[config.mk]
export PLATFORM = sky130hd
export DESIGN_NAME = cursor_blink_flat
export DESIGN_NICKNAME = d
export VERILOG_FILES = /design/src/rtl/cursor_blink_pkg.sv /design/src/rtl/cursor_blink_if.sv /design/src/rtl/cursor_blink.sv /design/src/flat_wrapper.sv
export SDC_FILE = /design/constraint.sdc
export NUM_CORES = 1
export LEC_CHECK = 0
export ABC_AREA = 1
export BUFFER_PORTS_ARGS = -buffer_cell sky130_fd_sc_hd__buf_2
export CORE_MARGIN = 2
export CORE_UTILIZATION = 30
export CTS_CLUSTER_SIZE = 30
export DETAILED_ROUTE_END_ITERATION = 6
export PLACE_DENSITY_LB_ADDON = 0.08
export SYNTH_ARGS = -nofsm -noshare
export SYNTH_HDL_FRONTEND = slang
export SYNTH_SLANG_ARGS = --single-unit
[constraint.sdc]
create_clock -name clk -period 1.4 [get_ports clk]
set_clock_uncertainty 0.1 [all_clocks]
set_input_delay 0.07 -clock clk [delete_from_list [all_inputs] [get_ports clk]]
set_output_delay 0.07 -clock clk [all_outputs]
set_load 0.01 [all_outputs]
[src/rtl/cursor_blink_pkg.sv]
// Shared constants, phase encoding and counter-width helper for the cursor blink generator.
// Optional feature macro: CURSOR_TOGGLE_PULSE_EN (adds the toggle pulse output).
package cursor_pkg;

    localparam int PIX_CLK_HZ         = 25000000;
    localparam int DEFAULT_ON_CYCLES  = PIX_CLK_HZ / 2;
    localparam int DEFAULT_OFF_CYCLES = PIX_CLK_HZ / 2;

    // Encoding chosen so the phase flop is the flash_on level itself.
    typedef enum logic {
        PH_HIDDEN  = 1'b0,
        PH_VISIBLE = 1'b1
    } phase_t;

    function automatic int cnt_width(input int on_cycles, input int off_cycles);
        int longest;
        longest = (on_cycles > off_cycles) ? on_cycles : off_cycles;
        return $clog2(longest + 1);
    endfunction

endpackage

[src/rtl/cursor_blink_if.sv]
// Control/status bundle between the keyboard/console logic and the cursor blink generator.
// Optional feature macro: CURSOR_TOGGLE_PULSE_EN (adds toggle).
interface cursor_blink_if;

    logic en;
    logic restart;
    logic flash_on;
`ifdef CURSOR_TOGGLE_PULSE_EN
    logic toggle;
`endif

`ifdef CURSOR_TOGGLE_PULSE_EN
    modport master (output en, output restart, input flash_on, input toggle);
    modport slave  (input en, input restart, output flash_on, output toggle);
`else
    modport master (output en, output restart, input flash_on);
    modport slave  (input en, input restart, output flash_on);
`endif

endinterface

[src/rtl/cursor_blink.sv]
// Free-running cursor blink generator: hidden for OFF_CYCLES, visible for ON_CYCLES, repeating.
// Optional feature macro: CURSOR_TOGGLE_PULSE_EN (one-cycle pulse whenever flash_on changes).
module cursor_blink
    import cursor_pkg::*;
#(
    parameter int ON_CYCLES  = DEFAULT_ON_CYCLES,
    parameter int OFF_CYCLES = DEFAULT_OFF_CYCLES
) (
    input  logic          clk,
    input  logic          rst,
    cursor_blink_if.slave bus
);

    localparam int CNT_W = cnt_width(ON_CYCLES, OFF_CYCLES);
    localparam logic [CNT_W-1:0] ON_LAST  = CNT_W'(ON_CYCLES - 1);
    localparam logic [CNT_W-1:0] OFF_LAST = CNT_W'(OFF_CYCLES - 1);

    phase_t           phase_q, phase_d;
    logic [CNT_W-1:0] cnt_q, cnt_d;

    always_ff @(posedge clk) begin
        if (rst) begin
            phase_q <= PH_HIDDEN;
            cnt_q   <= '0;
        end else begin
            phase_q <= phase_d;
            cnt_q   <= cnt_d;
        end
    end

    always_comb begin
        phase_d = phase_q;
        cnt_d   = cnt_q + 1'b1;
        if (!bus.en) begin
            phase_d = PH_HIDDEN;
            cnt_d   = '0;
        end else if (bus.restart) begin
            // Restart re-arms a full visible phase even if already visible.
            phase_d = PH_VISIBLE;
            cnt_d   = '0;
        end else begin
            case (phase_q)
                PH_HIDDEN: begin
                    if (cnt_q == OFF_LAST) begin
                        phase_d = PH_VISIBLE;
                        cnt_d   = '0;
                    end
                end
                PH_VISIBLE: begin
                    if (cnt_q == ON_LAST) begin
                        phase_d = PH_HIDDEN;
                        cnt_d   = '0;
                    end
                end
                default: begin
                    phase_d = PH_HIDDEN;
                    cnt_d   = '0;
                end
            endcase
        end
    end

    assign bus.flash_on = (phase_q == PH_VISIBLE);

`ifdef CURSOR_TOGGLE_PULSE_EN
    logic toggle_q;

    // Registered alongside the phase so it is high during the first cycle of the new level.
    always_ff @(posedge clk) begin
        if (rst) toggle_q <= 1'b0;
        else     toggle_q <= (phase_d != phase_q);
    end

    assign bus.toggle = toggle_q;
`endif

endmodule

[src/flat_wrapper.sv]
// flat-port wrapper written by rule: the top's interface ports become plain ports
module cursor_blink_flat import cursor_pkg::*;
#(
    parameter int ON_CYCLES  = DEFAULT_ON_CYCLES,
    parameter int OFF_CYCLES = DEFAULT_OFF_CYCLES
)
  (clk, rst, bus_en, bus_restart, bus_flash_on);
  cursor_blink_if bus_i ();
  input  logic clk;
  input  logic rst;
  input wire logic [$bits(bus_i.en)-1:0] bus_en;
  input wire logic [$bits(bus_i.restart)-1:0] bus_restart;
  output wire logic [$bits(bus_i.flash_on)-1:0] bus_flash_on;
  assign bus_i.en = bus_en;
  assign bus_i.restart = bus_restart;
  assign bus_flash_on = bus_i.flash_on;
  cursor_blink #(.ON_CYCLES(ON_CYCLES), .OFF_CYCLES(OFF_CYCLES)) u_core (.clk(clk), .rst(rst), .bus(bus_i));
endmodule
=== After elaboration in Yosys (flattened, before gate mapping) ===
Index checks and enable logic that the tools add are counted.

* Register bits after elaboration: 25
* Input port bits: 4
* Output and inout port bits: 1
* Logic and storage cells: 12

* Add/sub/neg operators: 1
* Eq/ne operators: 1
* Muxes and demuxes: 4
* Bitwise gates (word level): 2
* Reductions and logical operators: 2

{| class="wikitable"
|+ Operator list
! operator !! number
|-
| $add A24 B1 Y24 const B || 1
|-
| $eq A24 B24 Y1 const B || 1
|-
| $reduce_or A4 Y1 || 1
|-
| $mux W1 || 3
|-
| $not A1 Y1 || 2
|-
| $pmux W1 S2 || 1
|-
| $reduce_or A2 Y1 || 1
|}

=== Logic depth before layout (Yosys ltp) ===
Gate-level depths: netlist of run 1.

* Depth after elaboration: 4
* Gate-level depth with buffers: 9
* Gate-level depth less buffers: 9

=== Worst setup path after synthesis of run 1 ===
No wires, ideal clock.

* Path kind: register -> register
* Start point: register u_core.cnt_q[0]
* End point: register u_core.cnt_q[16]
* Library setup time: 0.114 ns
* Arrival: 1.298 ns
* Required time: 1.186 ns
* Slack: -0.112 ns
* Cell stages (with the launch flop): 8
* Buffers on the path: 0
* Clock period less this slack: 1.512 ns
* Cells stage by stage: dfxtp_1 > ha_1 > nand3_4 > nor2_4 > nand3_1 > nor2_2 > xor2_1 > nor2_1

* Cells in the longest elaborated chain, start to end: 2
* Elaborated cells on any way between the ends: 3
* Classes of those cells: add/sub: 1; eq/ne: 1; reduce/logical: 1

{| class="wikitable"
|+ RTL lines
! element !! RTL line !! RTL
|-
| from (decl) || cursor_blink.sv:19 || <nowiki>logic [CNT_W-1:0] cnt_q, cnt_d;</nowiki>
|-
| from (signal assigned) || cursor_blink.sv:27 || <nowiki>cnt_q <= cnt_d;</nowiki>
|-
| branches (longest 2 deep; another with $add A24 B1 Y24) || n/a ||
|}

Several ways; the timed one is not identified.
A chain may end at the register's enable or synchronous reset.

=== Worst setup path in the final report of run 1 ===
* Start point: register u_core.cnt_q[0]
* End point: register u_core.cnt_q[17]

Same word-level chain as after synthesis.

==> flow_summary.json, run 1 <==
{
  "status": "finished with violations",
  "violations": "setup timing",
  "final_common_cell": "nand2_1",
  "syn-num-nets": 215,
  "ios": 5,
  "synth_xor_xnor_area_share_pct": 6.89,
  "endpoint_kind": "flop",
  "top_usage_layer": "met2",
  "path_clk_slew_ns": 0.10,
  "numCtsBuffers": 3,
  "met1_usage_pct": 20.5,
  "synth-simple-area-share_pct": 42.9,
  "cts_tree": "done",
  "drv_slew": 0,
  "synth.mux.area_fraction_pct": 0,
  "coreArea_um2": 4410,
  "start_util_pct": 31.7,
  "root_buffer": "clkbuf_8",
  "dieArea_um2": 5220,
  "grt_pass1_wl_mm": 6.15,
  "ys_top_cells_by_area": "dfxtp_1, nand2_1, nor2_1",
  "gp_congestion": 0.791,
  "ys_ff_latch": 25,
  "cts_buffer_depth": 2,
  "mostFrequentLayoutCells": "nand2_1, buf_4, nor2_1",
  "h-tree-depth": 1,
  "grt_pass1_vias": 1363,
  "clock.fmax_mhz": 668,
  "globalRoute.totalOverflow": 0,
  "cp.required_ns": 1.52,
  "place_inst": 300,
  "ir_drop_mv": 0.277,
  "viasPerCell": 4.40,
  "cp-start-kind": "flop",
  "antenna_left": 0,
  "yosys.area.top_type": "dfxtp_1",
  "antenna_found_initial": 0,
  "post_drt_wl_per_cell_um": 12.0,
  "dr.pass1.iters": 4,
  "fin_util_pct": 47.0,
  "fillers": 432,
  "grt_max_degree": 25,
  "die_y_um": 72.3,
  "fin_nets": 270,
  "synth_top_area_share_pct": 35.8,
  "hold_viol_final": 0,
  "cts_sinks": 25,
  "num_rows": 24,
  "syn_inst": 210,
  "tns_ns": -0.344,
  "syn-cell-area_um2": 1400,
  "track_usage_pct": 15.2,
  "drive_gt1_share_pct": 39.0,
  "die_w_um": 72.3,
  "synth_compound_area_share_pct": 4.39,
  "cp_slowest_stage_delay_ns": 0.38,
  "n_antenna_cell": 0,
  "num_vias": 1391,
  "clk_latency_ns": 0.28,
  "crit_arrival_ns": 1.62,
  "p_leak_nw": 0.767,
  "worst_pin_slew_ns": 0.234,
  "dp_hpwl_mm": 2.58,
  "cellPowerDensity_nw_per_um2": 591,
  "period_share_pct": 107,
  "synthDistinctLibCells": 22,
  "met2_usage_pct": 24.4,
  "synth_warnings": 0,
  "met3_usage_pct": 2.22,
  "area_delta_synth_final_pct": 48.3,
  "drc": 0,
  "critical_path_peak_fanout": 4,
  "multi_input_area_um2": 890,
  "finalWirelength_mm": 3.79,
  "min_path_type": "input pin to flop",
  "critical_path_class": "flop to flop",
  "final_cells": 316,
  "period_minus_slack_ns": 1.50,
  "path_common_cell": "buf_6",
  "area.sequential_um2": 527,
  "finalSetupViolCount": 11,
  "maxCapViolations": 0,
  "setup_slack_ns": -0.0975,
  "synth_top_family_by_area": "simple AND/OR/NAND/NOR gates",
  "crit_chain": "buf_6, nand3_4, nor2_4, buf_6, nand4_1, o21bai_1, nand2_1, nor2_1",
  "rsz0062_at_grt": "yes",
  "seq_area_frac_synth_pct": 35.8,
  "synth.avg_cell_area_um2": 6.66,
  "synth_fa_ha_area_share_pct": 0.895,
  "crit_slowest_cell": "dfxtp_4",
  "drt_iter0_drc": 78,
  "portBuffers": 4,
  "max-slew-margin-rel_pct": 84.4
}
[kinds of logic (layout without fill, tap and decap cells)]
logic type      count (synthesis)  count (layout)
compound gates                 10              10
flops                          25              25
fa+ha+maj                       1               1
buf+inv                        30              84
xor+xnor                       11              11
simple gates                  133             133
[routing by layer]
layer	part of all wire, %	vias up
met3	1.7	6
met5	0	-
met1	49	616
met4	2.0	0
met2	47	16
li1	-	753
[Yosys cell counts]
cell type,number
nand2_1,55
nor2_1,48
inv_1,28
dfxtp_1,25
xor2_1,9
nand3_1,8
a21oi_1,5
nand3_2,4
nand4_1,4
nor2_2,4
o21bai_1,3
buf_6,2
nand2_2,2
nor2_4,2
nor3_1,2
or2_0,2
xnor2_1,2
a21oi_2,1
ha_1,1
nand3_4,1
nand3b_1,1
o21ai_0,1
[state kept, by name (all words and copies together) (netlist names)]
register             flops
u_core.bus.flash_on      1
u_core.cnt_q            24
[metrics by stage]
stage / area [µm²] / setup slack, ns / hold WS [ns] / power (mW)
2_1_floorplan: 1410 / 0.0191 / 0.139 / 0.753
3_3_place_gp: 1760 / -0.0852 / 0.247 / 0.764
3_5_place_dp: 1760 / -0.0922 / 0.241 / 0.765
4_1_cts: 1900 / -0.0865 / 0.00316 / 1.23
5_1_grt: 2070 / -0.190 / 0.0457 / 1.29
6_report: 2070 / -0.0975 / 0.0205 / 1.23
[cell type report]
cell class                      instances  area share, %
Clock buffer                            3           1.99
Tap cell                               52           3.14
Timing Repair Buffer                   52           21.1
Sequential cell                        25           25.4
Clock inverter                          1          0.362
Inverter                               28           5.07
Multi-Input combinational cell        155           42.9
[power by group]
part	leakage [nW]	switching (mW)	internal [mW]
Sequential	0.210	0.00323	0.708
Combinational	0.535	0.0249	0.0277
Clock	0.0217	0.260	0.202
Total	0.767	0.288	0.938
[critical path: cells and delay by family, from the launching register on]
family | cells | cell delay [ns]
buffers and inverters | 2 | 0.23
AOI/OAI and AO/OA | 1 | 0.19
DFF | 1 | 0.38
and+or+nand+nor | 5 | 0.53
[worst paths after layout]
check	depth (start not counted)	start	endpoint	slack [ns]
max	8	u_core.cnt_q[0]	u_core.cnt_q[17]	-0.1
min	5	bus_en	u_core.bus.flash_on	0.02
max reg2reg	8	u_core.cnt_q[0]	u_core.cnt_q[17]	-0.1
min reg2reg	2	u_core.cnt_q[18]	u_core.cnt_q[18]	0.38
[what timing repair did]
item | CTS | global route
resized for setup | 19 | 31
pin swaps | 7 | 10
hold endpoints to repair | 1 | 0
gates cloned | 0 | 2
hold buffers | 2 | 0
buffers inserted | 3 | 5
setup endpoints to repair | 25 | 25
Note: power is estimated with default switching activity, not from simulation.
==> inputs of run 2 (changes only) <==
- CORE_UTILIZATION: 30 -> 40
- clock period: 1.4 -> 1.5 ns (I/O delays scaled with it)
==> run 2 against run 1 <==
Compared with the run above: the flow now finishes without violations; clock power is 33% lower; critical path depth is 1 lower; global-route usage is 3.6 points higher; final area is 13% lower; clock-buffer cell count stayed put; via count is 5.0% lower; wire length is 7.6% lower; sequential power is 6.6% lower; register-to-register slack better by 0.13 ns; die area is 24% lower; worst hold slack better by 0.14 ns; non-clock buffer count is 28 lower; largest cell class unchanged.
==> flow_summary.json, run 2 (same netlist as run 1, synthesis figures left out) <==
{
  "timing.rr.end": "u_core.cnt_q[20]",
  "endpoint_kind": "flop",
  "numCtsBuffers": 3,
  "track_usage_pct": 18.8,
  "period_minus_slack_ns": 1.46,
  "cp-start-kind": "flop",
  "min_path_type": "input pin to flop",
  "crit_end": "u_core.cnt_q[20]",
  "intPower_uw": 787,
  "drv_slew": 0,
  "h-tree-depth": 1,
  "cp.depth": 7,
  "pwr-share-comb_pct": 4.5,
  "met2_usage_pct": 34.8,
  "p_leak_nw": 0.622,
  "die_y_um": 63.1,
  "fin_nets": 242,
  "ios": 5,
  "cts_tree": "done",
  "grt_pass1_wl_mm": 5.95,
  "p_sw_uw": 235,
  "met3_usage_pct": 2.68,
  "coreArea_um2": 3340,
  "antenna_left": 0,
  "critical_path_class": "flop to flop",
  "num_vias": 1322,
  "path_delay_family": "simple AND/OR/NAND/NOR gates",
  "ir_drop_mv": 0.258,
  "hold_viol_final": 0,
  "holdWs_ns": 0.160,
  "num_rows": 21,
  "final_common_cell": "nand2_1",
  "cellPowerDensity_nw_per_um2": 564,
  "final_cells": 282,
  "area_delta_synth_final_pct": 29.6,
  "status": "finished, final reports clean",
  "top_usage_layer": "met2",
  "mostFrequentLayoutCells": "nand2_1, nor2_1, inv_1",
  "largest_reg_flops": 24,
  "globalRoute.totalOverflow": 0,
  "finalWirelength_mm": 3.50,
  "clk_latency_ns": 0.32,
  "gp_congestion": 0.819,
  "path_clk_slew_ns": 0.15,
  "r2r_slack_ns": 0.04,
  "clock.fmax_mhz": 683,
  "rsz0062_at_grt": "yes",
  "drc": 0,
  "dp_hpwl_mm": 2.43,
  "drive_gt1_share_pct": 31.8,
  "crit_chain": "ha_4, nand3_4, nor2_4, nand3_4, nor2_4, xor2_2, nor2_1",
  "finalSetupViolCount": 0,
  "crit_slowest_cell": "dfxtp_2",
  "max-slew-margin-rel_pct": 83.5,
  "netSwitchingFraction_pct": 23.0,
  "cts_buffer_depth": 2,
  "seq_power_share_pct": 65.1,
  "met1_usage_pct": 22.4,
  "pre_cts_ws_ns": -0.0226,
  "r2r_cells": 7,
  "post_drt_wl_per_cell_um": 12.4,
  "setup_slack_ns": 0.0356,
  "clkPwrFrac_pct": 30.4,
  "cp_slowest_stage_delay_ns": 0.37,
  "dr.pass1.iters": 4,
  "portBuffers": 4,
  "r2r_start": "u_core.cnt_q[0]",
  "dieArea_um2": 3980,
  "critical_path_peak_fanout": 5,
  "cts_sinks": 25,
  "drt_iter0_drc": 82,
  "viasPerCell": 4.69,
  "crit_arrival_ns": 1.59,
  "cp.required_ns": 1.63,
  "start_util_pct": 41.9,
  "maxCapViolations": 0,
  "grt_max_degree": 25,
  "crit_buf_inv": 0,
  "n_antenna_cell": 0,
  "grt_pass1_vias": 1371,
  "die_w_um": 63.1,
  "cp-startpoint": "u_core.cnt_q[0]",
  "place_inst": 268,
  "period_share_pct": 97.6,
  "regMostFlops": "u_core.cnt_q",
  "root_buffer": "clkbuf_4",
  "antenna_found_initial": 0,
  "worst_pin_slew_ns": 0.247
}
[run 2: cell count changes in the layout (fill, tap and decap cells not counted), sizes merged]
| cell | before | now |
|---|---|---|
| buf | 49 | 20 |
| dlygate4sd3 | 2 | 3 |
| clkinv | 0 | 1 |
| clkinvlp | 1 | 0 |
[run 2: area by class of cell]
class | instances | area, µm²
clock buffer | 3 | 22.5
multi-input combinational | 155 | 885
inverter | 28 | 105
timing repair buffer | 24 | 208
fill | 345 | 1530
sequential | 25 | 529
tap | 46 | 57.6
clock inverter | 1 | 5.00
[run 2: worst min path at each step]
stage,startpoint,to,slack [ns],cells past startpoint
after CTS,bus_en,u_core.cnt_q[12],0.15,6
after detailed placement,rst,u_core.bus.flash_on,0.24,4
after global placement,rst,u_core.bus.flash_on,0.24,4
final,bus_en,u_core.cnt_q[5],0.16,6
after global routing,bus_en,u_core.cnt_q[5],0.18,6
after floorplan,rst,u_core.bus.flash_on,0.14,3
[run 2: worst min-delay path: stages]
cell and delay, ns:
buf_2 0.10, inv_1 0.06, nor2_2 0.05, nand3_4 0.11, buf_12 0.13, nor2_1 0.04
[run 2: metrics by stage]
stage	cell area, µm²	utilization (%)	total power, mW	setup TNS, ns
5_1_grt	1810	54.3	1.06	-0.389
6_report	1810	54.3	1.02	0
3_3_place_gp	1540	46.2	0.713	0
3_5_place_dp	1540	46.2	0.713	-0.0657
2_1_floorplan	1400	-	0.702	0
4_1_cts	1630	48.8	1.03	-0.0127
[run 2: routing by layer]
| layer | wire (µm) | vias to the layer above |
|---|---|---|
| met1 | 1570 | 613 |
| met5 | 0 | - |
| met2 | 1850 | 9 |
| met3 | 48 | 4 |
| li1 | - | 696 |
| met4 | 35 | 0 |
[run 2: power groups by stage]
stage          clock network, mW  registers, mW  logic [mW]
2_1_floorplan                  0          0.684      0.0176
3_3_place_gp                   0          0.683      0.0299
3_5_place_dp                   0          0.683      0.0301
4_1_cts                    0.323          0.670      0.0366
5_1_grt                    0.347          0.666      0.0507
6_report                   0.310          0.665      0.0461
[run 2: what timing repair did]
action | 4_1_cts | 5_1_grt
setup endpoints to repair | 22 | 25
pin swaps | 4 | 5
hold endpoints to repair | 1 | 0
gates resized for setup | 7 | 41
hold buffers | 3 | 0
buffers inserted | 1 | 5
gates cloned | 0 | 1
